<file path="src/rtl/led_cube_uart_rx.sv">
// 8N1 UART receiver for the LED cube: two-flop synchronised rx, mid-bit sampling,
// single-cycle readdatavalid / framing_error pulses, break-tolerant recovery.
module led_cube_uart_rx #(
    parameter int CLKS_PER_BIT = 434
) (
    input  logic       clk,
    input  logic       rst,
    input  logic       rx,
    output logic [7:0] uart_in,
    output logic       readdatavalid,
    output logic       framing_error,
    output logic       busy
);

    localparam int CW = $clog2(CLKS_PER_BIT);
    localparam logic [CW-1:0] CNT_LAST = CW'(CLKS_PER_BIT - 1);
    localparam logic [CW-1:0] CNT_HALF = CW'(CLKS_PER_BIT / 2 - 1);

    typedef enum logic [2:0] {IDLE, START, DATA, STOP, WAIT_HIGH} state_t;

    state_t        state, state_d;
    logic [CW-1:0] cnt, cnt_d;
    logic [2:0]    idx, idx_d;
    logic [7:0]    shreg, shreg_d;
    logic [7:0]    uart_d;
    logic          rdv_d, fe_d;
    logic [1:0]    sync_q;
    logic          rx_s;

    assign rx_s = sync_q[1];
    assign busy = (state != IDLE);

    // NOTE: every register here uses <= so all flops update together from pre-edge values.
    always_ff @(posedge clk) begin
        if (rst) begin
            sync_q        <= 2'b11;
            state         <= IDLE;
            cnt           <= '0;
            idx           <= '0;
            shreg         <= '0;
            uart_in       <= '0;
            readdatavalid <= 1'b0;
            framing_error <= 1'b0;
        end else begin
            sync_q        <= {sync_q[0], rx};
            state         <= state_d;
            cnt           <= cnt_d;
            idx           <= idx_d;
            shreg         <= shreg_d;
            uart_in       <= uart_d;
            readdatavalid <= rdv_d;
            framing_error <= fe_d;
        end
    end

    // NOTE: every output of this block gets a default first, so no path can infer a latch.
    always_comb begin
        state_d = state;
        cnt_d   = cnt + 1'b1;
        idx_d   = idx;
        shreg_d = shreg;
        uart_d  = uart_in;
        rdv_d   = 1'b0;
        fe_d    = 1'b0;
        unique case (state)
            IDLE: begin
                cnt_d = '0;
                if (!rx_s) state_d = START;
            end
            START: begin
                // Half a bit in: a line that is already high again was only a glitch.
                if (cnt == CNT_HALF) begin
                    cnt_d = '0;
                    if (rx_s) begin
                        state_d = IDLE;
                    end else begin
                        state_d = DATA;
                        idx_d   = '0;
                    end
                end
            end
            DATA: begin
                if (cnt == CNT_LAST) begin
                    cnt_d        = '0;
                    shreg_d[idx] = rx_s;
                    idx_d        = idx + 3'd1;
                    if (idx == 3'd7) state_d = STOP;
                end
            end
            STOP: begin
                if (cnt == CNT_LAST) begin
                    cnt_d = '0;
                    if (rx_s) begin
                        state_d = IDLE;
                        uart_d  = shreg;
                        rdv_d   = 1'b1;
                    end else begin
                        state_d = WAIT_HIGH;
                        fe_d    = 1'b1;
                    end
                end
            end
            WAIT_HIGH: begin
                cnt_d = '0;
                if (rx_s) state_d = IDLE;
            end
            default: begin
                state_d = IDLE;
                cnt_d   = '0;
            end
        endcase
    end

endmodule

</file>
<file path="config.mk">
export PLATFORM = sky130hd
export DESIGN_NAME = led_cube_uart_rx
export DESIGN_NICKNAME = d
export VERILOG_FILES = /design/src/rtl/led_cube_uart_rx.sv
export SDC_FILE = /design/constraint.sdc
export NUM_CORES = 1
export LEC_CHECK = 0
export ABC_CLOCK_PERIOD_IN_PS = 1700
export CAP_MARGIN = 20
export CORE_MARGIN = 3
export CORE_UTILIZATION = 45
export CTS_BUF_LIST = sky130_fd_sc_hd__clkbuf_8
export CTS_CLUSTER_SIZE = 30
export DETAILED_ROUTE_END_ITERATION = 8
export HOLD_SLACK_MARGIN = 0.02
export PLACE_DENSITY = 0.74
export SYNTH_ARGS = -nofsm -noshare
export SYNTH_HDL_FRONTEND = slang
export SYNTH_SLANG_ARGS = --single-unit
export TNS_END_PERCENT = 5
</file>
<file path="constraint.sdc">
create_clock -name clk -period 1.7 [get_ports clk]
set_input_delay 0.34 -clock clk [delete_from_list [all_inputs] [get_ports clk]]
set_output_delay 0.34 -clock clk [all_outputs]
set_load 0.03 [all_outputs]
</file>
==> impl_metrics.yaml, run 1 <==
yosys:
  ys_seq_elements: 35
  netlist_instances: 183
  yosysUniqueCellTypes: 42
  synth-seq-area-share_pct: 42.4
  synth_warnings: 0
  avgSynthCellArea_um2: 9.04
  syn-cell-area_um2: 1650
  syn-num-nets: 191
timing:
  fmax_mhz: 611
  drv_slew: 0
  slew_headroom_pct: 69.0
  rsz0062_at_grt: "yes"
  final.setup_skew_ps: 7.19
  worst_slew_pin_slew_ps: 464
  fin_tns_setup_ps: 0
  setup_viol: 0
  setup_slack_ps: 63.9
  period_share_pct: 96.2
  hold_viol: 0
  final.min_clock_period_ps: 1640
routing:
  firstDrtPassIters: 4
  finalWirelength_mm: 3.52
  drc: 0
  drtAntennaViolNets: 0
  routed-via-count: 1432
  drt-initial-drc-count: 87
  viasPerCell: 5.55
  wire_per_inst_um: 13.6
clock_network:
  clk-insertion-delay-late_ps: 290
  clk_pin_slew_ps: 70
  htree_levels: 2
  cts_setup_buffers: 0
  numClockSinks: 35
  cts.path.max_buffers: 2
  cts_tree: "built"
  holdBufCountCts: 0
  cts_made_buffers: 5
  root_buffer: "clkbuf_8"
critical_path:
  reg2reg_from: "state[2]"
  end_kind: "register"
  r2r_cells: 5
  crit_required_ps: 1880
  cp_max_fo: 12
  start_kind: "register"
  arrival_ps: 1810
  worst-r2r-setup-slack_ps: 60
  r2r_end: "state[1]"
  crit_type: "reg2reg"
power:
  power_density_nw_per_um2: 733
  power_mw: 1.52
  peakVddDrop_uv: 598
  cellLeakagePower_nw: 0.765
floorplanning:
  die_w_um: 66.6
  core_um2: 3440
  start_util_pct: 48.1
  num_rows: 21
  die_h_um: 66.6
  io_pins: 14
  fp.dieArea_um2: 4440
grt:
  antenna_found_initial: 0
  grt_pass1_wl_mm: 6.01
  grt_use_total_pct: 17.8
  first_global_vias: 1366
  grt.overflow.total: 0
  grt_max_degree: 14
placed_design:
  finalWeightedCongestion: 0.854
  place_ws_ps: 45.8
  port_buffers: 13
  placedCellCount: 250
  hpwlAfterDp_mm: 2.51
worst_hold_path:
  worstHoldPathType: "reg2reg"
  hp-start: "sync_q[0]"
  whs_endpoint: "sync_q[1]"
  whs_path_depth: 1
cells_and_area:
  syn2layout_area_growth_pct: 25.5
  fin_nets: 219
  fin_util_pct: 60.3
  drive_gt1_share_pct: 18.9
  fin_cells: 258
  mostFrequentLayoutCell: "dfxtp_1"
  mostFrequentLayoutCells: "dfxtp_1, nor2_1, buf_4, nand4_1, clkdlybuf4s50_1"
  diodes: 0
flow_run:
  cap_viol_max_count: 0
outcome:
  status: "completed"
==> state kept, by name, summed over array words and instances, names as in the netlist <==
signal / flops
uart_in: 8
state: 3
framing_error: 1
shreg: 8
readdatavalid: 1
sync_q: 2
idx: 3
cnt: 9
==> kinds of logic after synthesis <==
logic type,share of synthesized area [%]
AND/OR/NAND/NOR,30.0
flip-flops,42.4
AO/OA/AOI/OAI,11.1
buffers and inverters,3.56
multiplexers,5.45
XOR/XNOR,3.71
adder cells (fa/ha/maj),3.78
==> final cells by class <==
| cell class | instances | area, um2 |
|---|---|---|
| sequential | 35 | 701 |
| multi-input combinational | 133 | 922 |
| tap | 46 | 57.6 |
| clock inverter | 1 | 3.75 |
| clock buffer | 7 | 96.3 |
| inverter | 5 | 18.8 |
| timing repair buffer | 31 | 277 |
| fill | 285 | 1370 |
==> critical path, cell delays in order, from the launching register on <==
cell and delay (ps):
dfxtp_1 340, buf_4 190, or3b_2 510, a21oi_4 160
nor3_2 90, a32o_1 240
==> layer usage <==
metal,up-vias,track usage [%],part of all wire (%)
li1,716,-,-
met1,665,21.3,44
met2,42,29.6,49
met3,9,3.54,4.1
met4,0,9.90,2.5
met5,-,0,0
==> power breakdown <==
part | leakage, nW | switching (mW) | internal [mW]
sequential | 0.282 | 0.00203 | 0.823
combinational | 0.428 | 0.0297 | 0.0218
clock | 0.0557 | 0.282 | 0.363
total | 0.765 | 0.313 | 1.21
==> cells in the mapped netlist <==
master    number  area (um2)
a21oi_1       10        50.1
a31oi_1        3        18.8
a32o_1         2        20.0
a41oi_1        1        8.76
and2_1         1        6.26
and3_1         2        12.5
and3b_1        1        8.76
and4_2         1        10.0
and4b_1        1        10.0
and4b_2        1        11.3
and4bb_2       1        12.5
buf_2          2        10.0
clkbuf_1       8        30.0
dfxtp_1       35         701
ha_1           5        62.6
inv_1          5        18.8
mux2i_1        9        90.1
nand2_1       11        41.3
nand2b_1       3        18.8
nand3_1        3        15.0
nand3b_1       1        7.51
nand4_1       12        75.1
nand4b_1       1        8.76
nand4b_4       1        23.8
nor2_1        22        82.6
nor2b_1        3        18.8
nor3_1         7        35.0
nor3b_1        1        7.51
nor4_4         1        21.3
nor4b_2        1        15.0
nor4bb_1       2        20.0
o21a_1         1        7.51
o21ai_0       10        50.1
o21bai_1       1        7.51
o31ai_2        1        12.5
o32ai_1        1        8.76
or2_2          2        12.5
or3_1          1        6.26
or3b_2         1        8.76
or4_1          1        7.51
xnor2_1        1        8.76
xor2_1         6        52.6
==> worst max-delay path by stage <==
| stage | startpoint | to | slack [ps] |
|---|---|---|---|
| after floorplan | cnt[0] | uart_in[0] | 100 |
| after global placement | rst | state[0] | 100 |
| after detailed placement | state[2] | state[1] | 50 |
| after CTS | state[2] | busy | 2 |
| after global routing | state[2] | cnt[2] | -30 |
| final | state[2] | state[1] | 60 |
==> what timing repair did <==
item,4_1_cts,5_1_grt
endpoints found under the setup margin,1,17
pin swaps,0,0
hold endpoints to repair,0,0
gates resized for setup,2,7
==> metrics by stage <==
stage / hold slack (ps) / instance area, um2
floorplan: 389 / 1650
global placement: 397 / 1950
detailed placement: 393 / 1950
CTS: 408 / 2050
global route: 441 / 2080
finish: 407 / 2080
No activity file was read; power rests on OpenSTA's default activity.
==> run 2: changes to the inputs <==
DONT_BUFFER_PORTS = 1   (was unset)
PLACE_DENSITY = 0.69   (was 0.74)
==> run 2 against run 1 <==
- global-route usage down 1.2 points
- register-to-register slack better by 40 ps
- largest cell class unchanged
- worst setup slack better by 4.5 ps
- critical endpoint is now busy
- cell count decreased by 6.6%
- design area is 6.6% lower
- maximum frequency up 0.28%
- hold slack got worse by 280 ps
- sequential power hardly changed
- via count decreased by 5.2%
- sequential share of layout area rose by 2.5 points
- count of clock-buffer cells in the layout down 2
==> impl_metrics.yaml, run 2 (synthesized netlist as in run 1, its figures left out) <==
clock_network:
  numClockSinks: 35
  clk-insertion-delay-late_ps: 280
  cts_tree: "built"
  cts_made_buffers: 5
  cts_resized: 0
  cts.path.max_buffers: 2
  holdBufCountCts: 0
  root_buffer: "clkbuf_8"
  clk_pin_slew_ps: 70
  htree_levels: 2
  cts_setup_buffers: 0
worst_hold_path:
  whs_path_depth: 1
  hp-start: "rst"
  worstHoldPathType: "in2reg"
  whs_endpoint: "shreg[7]"
grt:
  grt.overflow.total: 0
  grtUsageMet2_pct: 30.7
  top_usage_layer: "met2"
  grt_pass1_wl_mm: 5.62
  antenna_found_initial: 0
  grtUsageMet1_pct: 17.9
  grt_use_met3_pct: 5.73
  grt_max_degree: 30
  first_global_vias: 1317
  grt_use_total_pct: 16.6
critical_path:
  worst-r2r-setup-slack_ps: 100
  end_kind: "output port"
  crit_required_ps: 1360
  r2r_cells: 4
  cp_max_fo: 9
  start_kind: "register"
  crit_type: "reg2out"
  r2r_end: "state[1]"
  arrival_ps: 1290
  reg2reg_from: "cnt[2]"
cells_and_area:
  syn2layout_area_growth_pct: 17.2
  mostFrequentLayoutCells: "dfxtp_1, nor2_1, buf_4, nand4_1, nand2_1"
  fin_nets: 202
  drive_gt1_share_pct: 19.0
  regMostFlops: "cnt"
  reg_top3: "cnt: 9 flops, shreg: 8 flops, uart_in: 8 flops"
  largest_reg_flops: 9
  diodes: 0
  mostFrequentLayoutCell: "dfxtp_1"
flow_run:
  cap_viol_max_count: 0
timing:
  slew_headroom_pct: 65.9
  period_share_pct: 96.0
  final.min_clock_period_ps: 1630
  rsz0062_at_grt: "yes"
  fin_tns_setup_ps: 0
  setup_slack_ps: 68.4
  setup_viol: 0
  fmax_mhz: 613
  hold_viol: 0
  drv_slew: 0
  final.setup_skew_ps: 5.95
  worst_slew_pin_slew_ps: 508
floorplanning:
  fp.dieArea_um2: 4440
  die_w_um: 66.6
  io_pins: 14
  core_um2: 3440
  num_rows: 21
  start_util_pct: 48.1
  die_h_um: 66.6
routing:
  drt-initial-drc-count: 85
  viasPerCell: 5.63
  finalWirelength_mm: 3.44
  drtAntennaViolNets: 0
  routed-via-count: 1357
  drc: 0
  wire_per_inst_um: 14.3
  firstDrtPassIters: 4
power:
  peakVddDrop_uv: 477
  cellLeakagePower_nw: 0.700
  power_density_nw_per_um2: 825
placed_design:
  port_buffers: 0
  place_ws_ps: -25.0
  hpwlAfterDp_mm: 2.47
  finalWeightedCongestion: 0.812
outcome:
  status: "completed"
-- run 2: changes by cell type in the layout (fill, tap and decap cells not counted), sizes merged --
cell,before,now
clkinv,0,2
buf,18,14
clkbuf,8,5
inv,6,5
clkdlybuf4s50,12,0
bufinv,0,1
-- run 2: routing by layer --
metal	routed length [um]	vias up	part of all wire, %
li1	-	681	-
met1	1460	646	42
met2	1820	26	53
met3	137	4	4.0
met4	27	0	0.78
met5	0	-	0
-- run 2: final cells by class --
cell class,count,area [um2]
repair buffers,14,118
fillers,321,1500
clock buffers,5,68.8
well taps,46,57.6
clock inverters,3,43.8
inverters,5,18.8
flip-flops and latches,35,702
multi-input cells,133,930
-- run 2: worst max-delay path by stage --
| stage | startpoint | endpoint | depth (start not counted) |
|---|---|---|---|
| floorplan | cnt[0] | uart_in[0] | 5 |
| detailed placement | cnt[1] | cnt[8] | 6 |
| CTS | cnt[1] | cnt[8] | 6 |
| global route | cnt[1] | idx[0] | 7 |
| global placement | state[0] | state[1] | 4 |
| finish | state[2] | busy | 2 |
-- run 2: power breakdown --
group | internal (mW) | total (mW) | leakage [nW] | switching, mW
sequential | 0.823 | 0.826 | 0.283 | 0.00309
clock | 0.436 | 0.740 | 0.0581 | 0.304
combinational | 0.0140 | 0.0328 | 0.359 | 0.0187
-- run 2: critical path, stage by stage (launching register included) --
cell     delay (ps)
dfxtp_1         370
buf_4           190
or3_4           450
-- run 2: through the flow --
stage | utilization (%) | hold slack [ps] | area [um2] | power [mW] | instances
2_1_floorplan | - | 389 | 1650 | 0.874 | 183
3_3_place_gp | 52.0 | 399 | 1790 | 0.873 | 233
3_5_place_dp | 52.0 | 401 | 1790 | 0.873 | 233
4_1_cts | 55.3 | 113 | 1900 | 1.60 | 241
5_1_grt | 56.3 | 98.0 | 1940 | 1.65 | 241
6_report | 56.3 | 124 | 1940 | 1.60 | 241
==> run 3: changes to the inputs <==
CTS_CLUSTER_SIZE = unset   (was 30)
==> results of run 3 <==
Final layout, timing and power as in run 2 (identical DEF).
